### src/rtl/stopwatch_counter.sv
// stopwatch_counter
//   Timing core of the stopwatch. It divides the system clock down to a
//   TICK_HZ tick and counts elapsed ticks in a 12-bit binary register. The
//   register saturates at MAX_COUNT. The count feeds a binary-to-BCD converter.
//
// Ports
//   clk         in   1   system clock, rising edge
//   rst         in   1   asynchronous reset, active-high
//   start_stop  in   1   one-cycle pulse: toggles between running and halted
//   clear       in   1   one-cycle pulse: return to zero, halted
//   bin         out 12   elapsed count, binary, 0..MAX_COUNT
//   running     out  1   high while the counter is in RUN
//   full        out  1   high while the count is saturated (FULL)
//   tick        out  1   high in the cycle whose closing edge commits an increment
module stopwatch_counter #(
  parameter int CLK_FREQ_HZ = 100_000_000,
  parameter int TICK_HZ     = 10,
  parameter int MAX_COUNT   = 999
) (
  input  logic        clk,
  input  logic        rst,
  input  logic        start_stop,
  input  logic        clear,
  output logic [11:0] bin,
  output logic        running,
  output logic        full,
  output logic        tick
);

  localparam int DIV = CLK_FREQ_HZ / TICK_HZ;
  localparam int PW  = (DIV < 2) ? 1 : $clog2(DIV);

  if (DIV < 2) begin : g_div_check
    $error("stopwatch_counter: CLK_FREQ_HZ/TICK_HZ must be at least 2");
  end
  if (MAX_COUNT > 4095 || MAX_COUNT < 1) begin : g_max_check
    $error("stopwatch_counter: MAX_COUNT must be in 1..4095");
  end

  typedef enum logic [1:0] {
    IDLE = 2'd0,
    RUN  = 2'd1,
    HOLD = 2'd2,
    FULL = 2'd3
  } state_t;

  state_t        state, state_n;
  logic [PW-1:0] presc, presc_n;
  logic [11:0]   bin_n;
  logic          inc;

  // The increment fires on the last prescaler phase of a RUN cycle.
  assign inc     = (state == RUN) && (presc == PW'(DIV - 1));
  assign tick    = inc;
  assign running = (state == RUN);
  assign full    = (state == FULL);

  always_ff @(posedge clk or posedge rst) begin
    if (rst) begin
      state <= IDLE;
      presc <= '0;
      bin   <= '0;
    end else begin
      state <= state_n;
      presc <= presc_n;
      bin   <= bin_n;
    end
  end

  always_comb begin
    state_n = state;
    presc_n = presc;
    bin_n   = bin;
    unique case (state)
      IDLE: begin
        presc_n = '0;
        if (start_stop) state_n = RUN;
      end
      RUN: begin
        if (inc) begin
          presc_n = '0;
          bin_n   = bin + 12'd1;
        end else begin
          presc_n = presc + PW'(1);
        end
        // Reaching saturation outranks a simultaneous stop request; a stop
        // coincident with an ordinary increment still commits that increment.
        if (inc && (bin + 12'd1 == 12'(MAX_COUNT))) state_n = FULL;
        else if (start_stop)                        state_n = HOLD;
      end
      HOLD: begin
        // presc is left untouched so a resume continues the sub-tick phase.
        if (start_stop) state_n = RUN;
      end
      FULL: begin
        presc_n = '0;
      end
      default: begin
        state_n = IDLE;
        presc_n = '0;
        bin_n   = '0;
      end
    endcase
    if (clear) begin
      state_n = IDLE;
      presc_n = '0;
      bin_n   = '0;
    end
  end

endmodule

### config.mk
export PLATFORM = sky130hd
export DESIGN_NAME = stopwatch_counter
export DESIGN_NICKNAME = d
export VERILOG_FILES = /design/src/rtl/stopwatch_counter.sv
export SDC_FILE = /design/constraint.sdc
export NUM_CORES = 1
export LEC_CHECK = 0
export ABC_AREA = 1
export CAP_MARGIN = 0
export CORE_UTILIZATION = 45
export DETAILED_ROUTE_END_ITERATION = 16
export SYNTH_ARGS = -nofsm -noshare
export SYNTH_HDL_FRONTEND = slang
export SYNTH_SLANG_ARGS = --single-unit
### constraint.sdc
create_clock -name clk -period 1.9 [get_ports clk]
set_input_delay 0.19 -clock clk [delete_from_list [all_inputs] [get_ports clk]]
set_output_delay 0.19 -clock clk [all_outputs]
set_load 0.02 [all_outputs]
==> results.txt, run 1 <==
----------------------------------------------------
[Outcome]
  Status ... finished with violations
  Violated checks ... negative setup slack

[Route]
  Average wire length per cell after detail routing ... 13.0 um
  Routed via count ... 2,361
  First DRT Iteration DRCs ... 132
  Vias per cell ... 5.08
  Remaining antenna violation count after routing ... 0
  Drt drc ... 0
  1st-pass router iterations ... 4
  Post-Route WL ... 6060 um

[CTS]
  Maximum buffer depth of the clock tree ... 2
  Hold-fix buffer count after cts ... 0
  Clock root buffer master ... sky130_fd_sc_hd__clkbuf_8
  Number of clock sinks ... 38
  CTS clk-pin slew, worst paths ... 0.08 ns
  CTS H-tree lvls ... 2
  Clock tree from TritonCTS ... yes
  Number of buffers created by CTS ... 5
  Clock Latency Late Sink ... 0.29 ns

[Global route]
  Number of antenna violations at the first check in global routing ... 0
  Gr ovfl total ... 0
  Via count of the first global-routing pass ... 2,165
  Pin count of the biggest net entering global routing ... 39
  Total routing usage reported by global routing ... 0.237
  First-pass GRT wire length ... 9930 um

[Cells and area]
  Fraction of layout instances using a drive strength above 1 ... 0.230
  Fin nets ... 405
  Fillers ... 512
  Number of antenna repair diodes ... 0
  Layout Area Growth over Synthesis ... 31.9%
  Area of all placed cells without fillers ... 0.00317 mm2

[Yosys]
  Syn Nets ... 347
  Number of synthesized register bits ... 38
  Post-synthesis average cell area ... 7.16 um2
  Cell count after synthesis ... 336
  Proportion of synthesized chip area in sequential cells ... 0.395
  Area fraction of the dominant cell type after synthesis ... 0.395
  Dominant cell type by area after synthesis ... sky130_fd_sc_hd__dfrtp_1
  Cell area after synthesis ... 0.00240 mm2
  Cell types with the largest area share after synthesis ... sky130_fd_sc_hd__dfrtp_1 40%, sky130_fd_sc_hd__nand2_1 14%, sky130_fd_sc_hd__inv_1 7.6%
  Syn. warnings ... 0
  Number of distinct library cells after synthesis ... 27
  Asr flop ratio synth ... 1.00
  Post-synth EDFFs ... 0
  Cell with the most instances after synthesis ... sky130_fd_sc_hd__nand2_1
  Ranking of synthesized cells by instance count ... 89 x sky130_fd_sc_hd__nand2_1, 49 x sky130_fd_sc_hd__inv_1, 44 x sky130_fd_sc_hd__nor2_1
  Top FF cell, synth ... sky130_fd_sc_hd__dfrtp_1

[Worst setup path]
  Highest net fanout along the worst path ... 3
  Crit path required time ... 2.09 ns
  Sort of element at the end of the critical path ... flop
  Category of the worst setup path launch point ... flop
  Worst Path Class, Setup ... flop to flop
  Signal arrival time at the worst endpoint ... 2.15 ns

[Power]
  Net switching share of the total power ... 0.340
  Leakage power of the design ... 1.38 nW
  Cell internal power dissipation ... 0.00136 W
  Largest vdd supply drop ... 0.403 mV
  Relative contribution of sequential cells to total power ... 0.413
  Combinational share of power ... 0.300
  Switching power ... 0.000699 W
  Pwr dens ... 648 mW/mm2
  Relative contribution of the clock network to total power ... 0.287

[Placement]
  Post-placement worst setup slack ... -0.0212 ns
  Total cell area at the placement stage ... 0.00289 mm2
  Count of input and output buffers ... 18
  DPL Wire Length ... 4500 um
  Gpl congestion ... 0.960

[Job]
  Max Cap Violations ... 0

[Timing]
  F_max ... 510 MHz
  Minimum period implied by the final worst setup slack ... 1.96 ns
  Min setup slack post-route ... -0.0595 ns
  Final cycle utilization of the critical path ... 1.03
  Slew headroom ... 0.669
  Count of final hold-check violations ... 0
  Final number of max-transition violations ... 0
  Actual slew at the worst max-slew pin ... 0.496 ns
  Unrepaired setup endpoints after global routing ... yes
  Worst setup skew after layout ... 0.00891 ns
  Setup violations, final ... 4

[Floorplan]
  Floorplan die area ... 0.00564 mm2
  DIE WIDTH ... 75.1 um
  Initial Utilization ... 0.468
  Die height ... 75.1 um
  Row count ... 26
  Core box area ... 0.00514 mm2
  Top-Level Pins ... 19

[Worst hold path]
  Kind of path behind the tightest hold check ... input pin to asynchronous set/reset pin

----------------------------------------------------
## cells by family (layout without fill, tap and decap cells)
logic type / count (synthesis) / count (layout) / share of synthesized area
and+or+nand+nor: 192 / 192 / 0.367
buffers and inverters: 54 / 113 / 0.0848
DFF: 38 / 38 / 0.395
AOI/OAI and AO/OA: 36 / 36 / 0.0838
xor gates and xnor gates: 9 / 9 / 0.0328
adders and majority gates: 7 / 7 / 0.0364
## routing by layer
layer / vias up / GRT usage / wire length (um) / part of all wire
met3: 7 / 0.0335 / 229 / 0.038
li1: 1196 / - / - / -
met2: 54 / 0.415 / 3140 / 0.52
met5: - / 0 / 0 / 0
met1: 1104 / 0.291 / 2610 / 0.43
met4: 0 / 0.0985 / 81 / 0.013
## repair_timing
action / CTS / global route
buffers inserted: 0 / 5
gates resized for setup: 5 / 55
setup endpoints to repair: 2 / 26
pin swaps: 0 / 17
## final timing paths
| path | cells after the start | end | start | slack, ns |
|---|---|---|---|---|
| worst max-delay path | 12 | presc[14] | presc[1] | -0.06 |
| worst min-delay path | 3 | bin[1] | rst | 0.31 |
| worst max register to register | 12 | presc[14] | presc[1] | -0.06 |
| worst min register to register | 2 | presc[22] | presc[22] | 0.55 |
| max in group asynchronous | 3 | presc[15] | rst | 1.24 |
| min in group clk | 2 | presc[22] | presc[22] | 0.55 |
## state kept, by name (all words and copies together), names as in the netlist
register  cells
presc        24
bin          12
state         2
## power groups by stage
| stage | Sequential [W] | Clock, W | Combinational, W |
|---|---|---|---|
| 2_1_floorplan | 0.000860 | 0 | 0.000336 |
| 3_3_place_gp | 0.000858 | 0 | 0.000541 |
| 3_5_place_dp | 0.000857 | 0 | 0.000544 |
| 4_1_cts | 0.000841 | 0.000606 | 0.000539 |
| 5_1_grt | 0.000851 | 0.000638 | 0.000678 |
| 6_report | 0.000848 | 0.000590 | 0.000617 |
## layout by cell type, fill, tap and decap left out, drive strengths merged
cell            n
clkbuf          7
clkinv          1
a21oi           8
nand3          22
nor3b           1
nor3           13
dlygate4sd2     1
nand4          12
buf            35
and3            1
ha              7
o22ai           7
xor2            9
nor4            2
clkdlybuf4s50  16
inv            53
o21ai          19
o221ai          1
nand2          93
nor2           48
a31oi           1
dfrtp          38
## through the flow
step / util / hold slack [ns] / power, W / std cells / TNS (ns)
after global placement: 0.561 / 0.514 / 0.00140 / 452 / -0.0142
after CTS: 0.578 / 0.332 / 0.00199 / 460 / 0
final: 0.617 / 0.313 / 0.00205 / 465 / -0.148
after floorplan: - / 0.350 / 0.00120 / 336 / 0
after detailed placement: 0.561 / 0.523 / 0.00140 / 452 / -0.0212
after global routing: 0.617 / 0.395 / 0.00217 / 465 / -3.15
## critical path, stage by stage (launching register included)
cell                      delay (ns)
sky130_fd_sc_hd__dfrtp_1        0.36
sky130_fd_sc_hd__ha_2           0.19
sky130_fd_sc_hd__inv_2          0.04
sky130_fd_sc_hd__nor2_2         0.08
sky130_fd_sc_hd__nand2_2        0.08
sky130_fd_sc_hd__nor2_4         0.12
sky130_fd_sc_hd__inv_2          0.05
sky130_fd_sc_hd__buf_6          0.11
sky130_fd_sc_hd__nor4_4         0.34
sky130_fd_sc_hd__buf_4          0.19
sky130_fd_sc_hd__nand2_2        0.06
sky130_fd_sc_hd__o21ai_2        0.17
sky130_fd_sc_hd__a21oi_2        0.07
## layout make-up
class,count,area [um2],share of cell area
repair buffers,52,454,0.143
well taps,70,87.6,0.0276
clock inverters,1,5.00,0.00158
flip-flops and latches,38,951,0.300
clock buffers,7,86.3,0.0272
multi-input cells,244,1380,0.436
inverters,53,204,0.0643
(Power assumes the default switching activity.)
==> inputs of run 2 (changes only) <==
--- a/config.mk
+++ b/config.mk
@@ -7,8 +7,9 @@
 export LEC_CHECK = 0
 export ABC_AREA = 1
 export CAP_MARGIN = 0
-export CORE_UTILIZATION = 45
+export CORE_UTILIZATION = 50
 export DETAILED_ROUTE_END_ITERATION = 16
+export PLACE_DENSITY = 0.7
 export SYNTH_ARGS = -nofsm -noshare
 export SYNTH_HDL_FRONTEND = slang
 export SYNTH_SLANG_ARGS = --single-unit
==> run 2 against run 1 <==
Compared with the run above:
- first-iteration DRC count decreased by 23%
- sequential share of layout area increased by 1.1 points
- die area fell by 9.7%
- the flow finishes with violations (design-rule violations)
- design area fell by 3.6%
- largest cell class unchanged
- fmax grew 6.9%
- via count up 0.21%
- critical path type is now flop to output port
- non-clock buffer count fell by 4
==> results.txt, run 2 (synthesis gave the netlist of run 1 again) <==
----------------------------------------------------
[Power]
  Cell internal power dissipation ... 0.00135 W (was 0.00136 W)
  Net switching share of the total power ... 0.328 (was 0.340)
  Leakage power of the design ... 1.35 nW (was 1.38 nW)
  Pwr dens ... 657 mW/mm2 (was 648 mW/mm2)
  Overall power ... 0.00201 W (was 0.00205 W)
  Switching power ... 0.000659 W (was 0.000699 W)
  Relative contribution of sequential cells to total power ... 0.421 (was 0.413)
  Relative contribution of the clock network to total power ... 0.285 (was 0.287)
  Largest vdd supply drop ... 0.545 mV (was 0.403 mV)
  Combinational share of power ... 0.294 (was 0.300)

[Timing]
  Slew headroom ... 0.680 (was 0.669)
  Setup violations, final ... 0 (was 4)
  Worst setup skew after layout ... 0.00384 ns (was 0.00891 ns)
  F_max ... 545 MHz (was 510 MHz)
  Count of final hold-check violations ... 0 (unchanged)
  Actual slew at the worst max-slew pin ... 0.480 ns (was 0.496 ns)
  Sum Neg Setup Slack ... 0 ns (was -0.148 ns)
  Unrepaired setup endpoints after global routing ... yes (unchanged)
  Final number of max-transition violations ... 0 (unchanged)
  Minimum period implied by the final worst setup slack ... 1.83 ns (was 1.96 ns)
  Final cycle utilization of the critical path ... 0.965 (was 1.03)

[Floorplan]
  Floorplan die area ... 0.00509 mm2 (was 0.00564 mm2)
  Initial Utilization ... 0.537 (was 0.468)
  DIE WIDTH ... 71.4 um (was 75.1 um)
  Die height ... 71.4 um (was 75.1 um)
  Row count ... 24 (was 26)
  Core box area ... 0.00447 mm2 (was 0.00514 mm2)
  Top-Level Pins ... 19 (unchanged)

[Route]
  Drt drc ... 2 (was 0)
  Vias per cell ... 5.34 (was 5.08)
  Average wire length per cell after detail routing ... 12.7 um (was 13.0 um)
  Remaining antenna violation count after routing ... 0 (unchanged)
  1st-pass router iterations ... 10 (was 4)
  Post-Route WL ... 5630 um (was 6060 um)
  Routed via count ... 2,366 (was 2,361)
  First DRT Iteration DRCs ... 102 (was 132)

[Placement]
  Placed Cells ... 429 (was 452)
  Total cell area at the placement stage ... 0.00283 mm2 (was 0.00289 mm2)
  Gpl congestion ... 0.926 (was 0.960)
  DPL Wire Length ... 4260 um (was 4500 um)
  Count of input and output buffers ... 18 (unchanged)

[Cells and area]
  Biggest regs ... presc (24), bin (12), state (2) (unchanged)
  Leading cell types in the layout, fill and taps excluded ... 87 x sky130_fd_sc_hd__nand2_1, 45 x sky130_fd_sc_hd__inv_1, 42 x sky130_fd_sc_hd__nor2_1 (was 84 x sky130_fd_sc_hd__nand2_1, 44 x sky130_fd_sc_hd__inv_1, 39 x sky130_fd_sc_hd__nor2_1)
  Fraction of the core area covered by cells at the end of the flow ... 0.683 (was 0.617)
  Number of antenna repair diodes ... 0 (unchanged)
  Final non-filler cell total ... 443 (was 465)
  Fin nets ... 401 (was 405)
  Fraction of layout instances using a drive strength above 1 ... 0.192 (was 0.230)
  Largest register by flop count ... presc (unchanged)
  Layout Area Growth over Synthesis ... 27.2% (was 31.9%)
  Most common library cell in the layout ignoring fill and taps ... sky130_fd_sc_hd__nand2_1 (unchanged)
  Max FFs per register ... 24 (unchanged)
  Fillers ... 383 (was 512)
  Area of all placed cells without fillers ... 0.00306 mm2 (was 0.00317 mm2)

[Global route]
  Via count of the first global-routing pass ... 2,139 (was 2,165)
  Number of antenna violations at the first check in global routing ... 0 (unchanged)
  Gr ovfl total ... 0 (unchanged)
  Total routing usage reported by global routing ... 0.245 (was 0.237)
  First-pass GRT wire length ... 9690 um (was 9930 um)
  Pin count of the biggest net entering global routing ... 39 (unchanged)

[Worst setup path]
  Crit path required time ... 1.71 ns (was 2.09 ns)
  Category of the worst setup path launch point ... flop (unchanged)
  Cell at the slowest stage of the critical path ... sky130_fd_sc_hd__dfrtp_1 (unchanged)
  Number of buffer and inverter instances along the worst setup path ... 4 (unchanged)
  Delay contributed by the slowest stage of the critical path ... 0.36 ns (about the same)
  Signal arrival time at the worst endpoint ... 1.64 ns (was 2.15 ns)
  Worst Path Class, Setup ... flop to output port (was flop to flop)
  Most used cell, CP ... sky130_fd_sc_hd__inv_2
  Family with the most delay on the worst path ... simple AND/OR/NAND/NOR gates (unchanged)
  Sort of element at the end of the critical path ... output port (was flop)
  Series of cell instances along the critical path ... ha_2 -> inv_2 -> nor2_1 -> nand2_1 -> nor2_2 -> inv_2 -> nor3_4 -> nand2_2 -> inv_1 -> buf_6 (was ha_2 -> inv_2 -> nor2_2 -> nand2_2 -> nor2_4 -> inv_2 -> buf_6 -> nor4_4 -> buf_4 -> nand2_2 -> o21ai_2 -> a21oi_2)
  Highest net fanout along the worst path ... 3 (unchanged)

[CTS]
  CTS clk-pin slew, worst paths ... 0.07 ns (was 0.08 ns)
  Number of buffers created by CTS ... 5 (unchanged)
  Clock tree from TritonCTS ... yes (unchanged)
  Number of clock sinks ... 38 (unchanged)
  Clock Latency Late Sink ... 0.29 ns (about the same)
  Maximum buffer depth of the clock tree ... 2 (unchanged)
  Clock root buffer master ... sky130_fd_sc_hd__clkbuf_8 (unchanged)
  CTS H-tree lvls ... 2 (unchanged)

[Outcome]
  Status ... finished with violations (unchanged)
  Violated checks ... design-rule violations (was negative setup slack)

[Job]
  Max Cap Violations ... 0 (unchanged)

[Worst hold path]
  Kind of path behind the tightest hold check ... input pin to asynchronous set/reset pin (unchanged)

----------------------------------------------------
run 2: cell types whose count changed in the layout (fill, tap and decap cells not counted), moves of 3 or more:
cell                      delta
sky130_fd_sc_hd__buf_4       -3
sky130_fd_sc_hd__nand2_1     +3
sky130_fd_sc_hd__nor2_1      +3
sky130_fd_sc_hd__o21ai_0     +6
sky130_fd_sc_hd__o21ai_1     -4
run 2: layer usage:
layer  vias up  track usage  share of wire  wire (um)
li1       1193            -              -          -
met1      1108        0.322           0.46       2610
met2        56        0.398           0.49       2730
met3         9       0.0520          0.037        209
met4         0       0.0911          0.013         74
met5         -            0              0          0
run 2: layout make-up:
cell class / count / area (um2) / area share
well taps: 52 / 65.1 / 0.0213
inverters: 53 / 201 / 0.0659
clock inverters: 1 / 5.00 / 0.00164
multi-input cells: 244 / 1330 / 0.435
flip-flops and latches: 38 / 951 / 0.311
repair buffers: 48 / 420 / 0.137
clock buffers: 7 / 86.3 / 0.0282
run 2: worst reg2reg max path, delay by kind of cell, from the launching register on:
family                     cells  cell delay (ns)
AOI/OAI and AO/OA              1             0.07
adders and majority gates      1             0.19
buffers and inverters          4             0.40
DFF                            1             0.36
and+or+nand+nor                7             0.73
run 2: path summary, 6_finish.rpt:
check,startpoint,end,slack (ns),cells past startpoint
max,presc[1],tick,0.07,10
min,rst,presc[4],0.32,3
max reg2reg,presc[1],bin[0],0.07,13
min reg2reg,presc[22],presc[22],0.55,2
max in group asynchronous,rst,presc[15],1.25,3
min in group clk,presc[22],presc[22],0.55,2
run 2: what timing repair did:
item,4_1_cts,5_1_grt
endpoints found under the setup margin,2,27
pin swaps,0,8
hold buffers,0,0
setup buffers,0,6
gates resized for setup,5,32
gates cloned,0,0
run 2: per-stage QoR:
stage | hold WS, ns | setup slack, ns
global route | 0.365 | -0.0845
CTS | 0.332 | 0.0203
detailed placement | 0.529 | -0.0677
floorplan | 0.350 | 0.0472
global placement | 0.522 | -0.0490
finish | 0.317 | 0.0662
run 2: power groups by stage:
stage               Clock [W]  Sequential, W  Combinational, W
CTS                  0.000596       0.000846          0.000516
floorplan                   0       0.000860          0.000336
finish               0.000572       0.000847          0.000591
global route         0.000623       0.000849          0.000665
global placement            0       0.000860          0.000518
detailed placement          0       0.000862          0.000522
==> inputs of run 3 (changes only) <==
--- a/config.mk
+++ b/config.mk
@@ -8,6 +8,7 @@
 export ABC_AREA = 1
 export CAP_MARGIN = 0
 export CORE_UTILIZATION = 50
+export CTS_CLUSTER_SIZE = 20
 export DETAILED_ROUTE_END_ITERATION = 16
 export PLACE_DENSITY = 0.7
 export SYNTH_ARGS = -nofsm -noshare
==> results of run 3 <==
The final DEF is identical to that of run 2; final timing and power are the same.
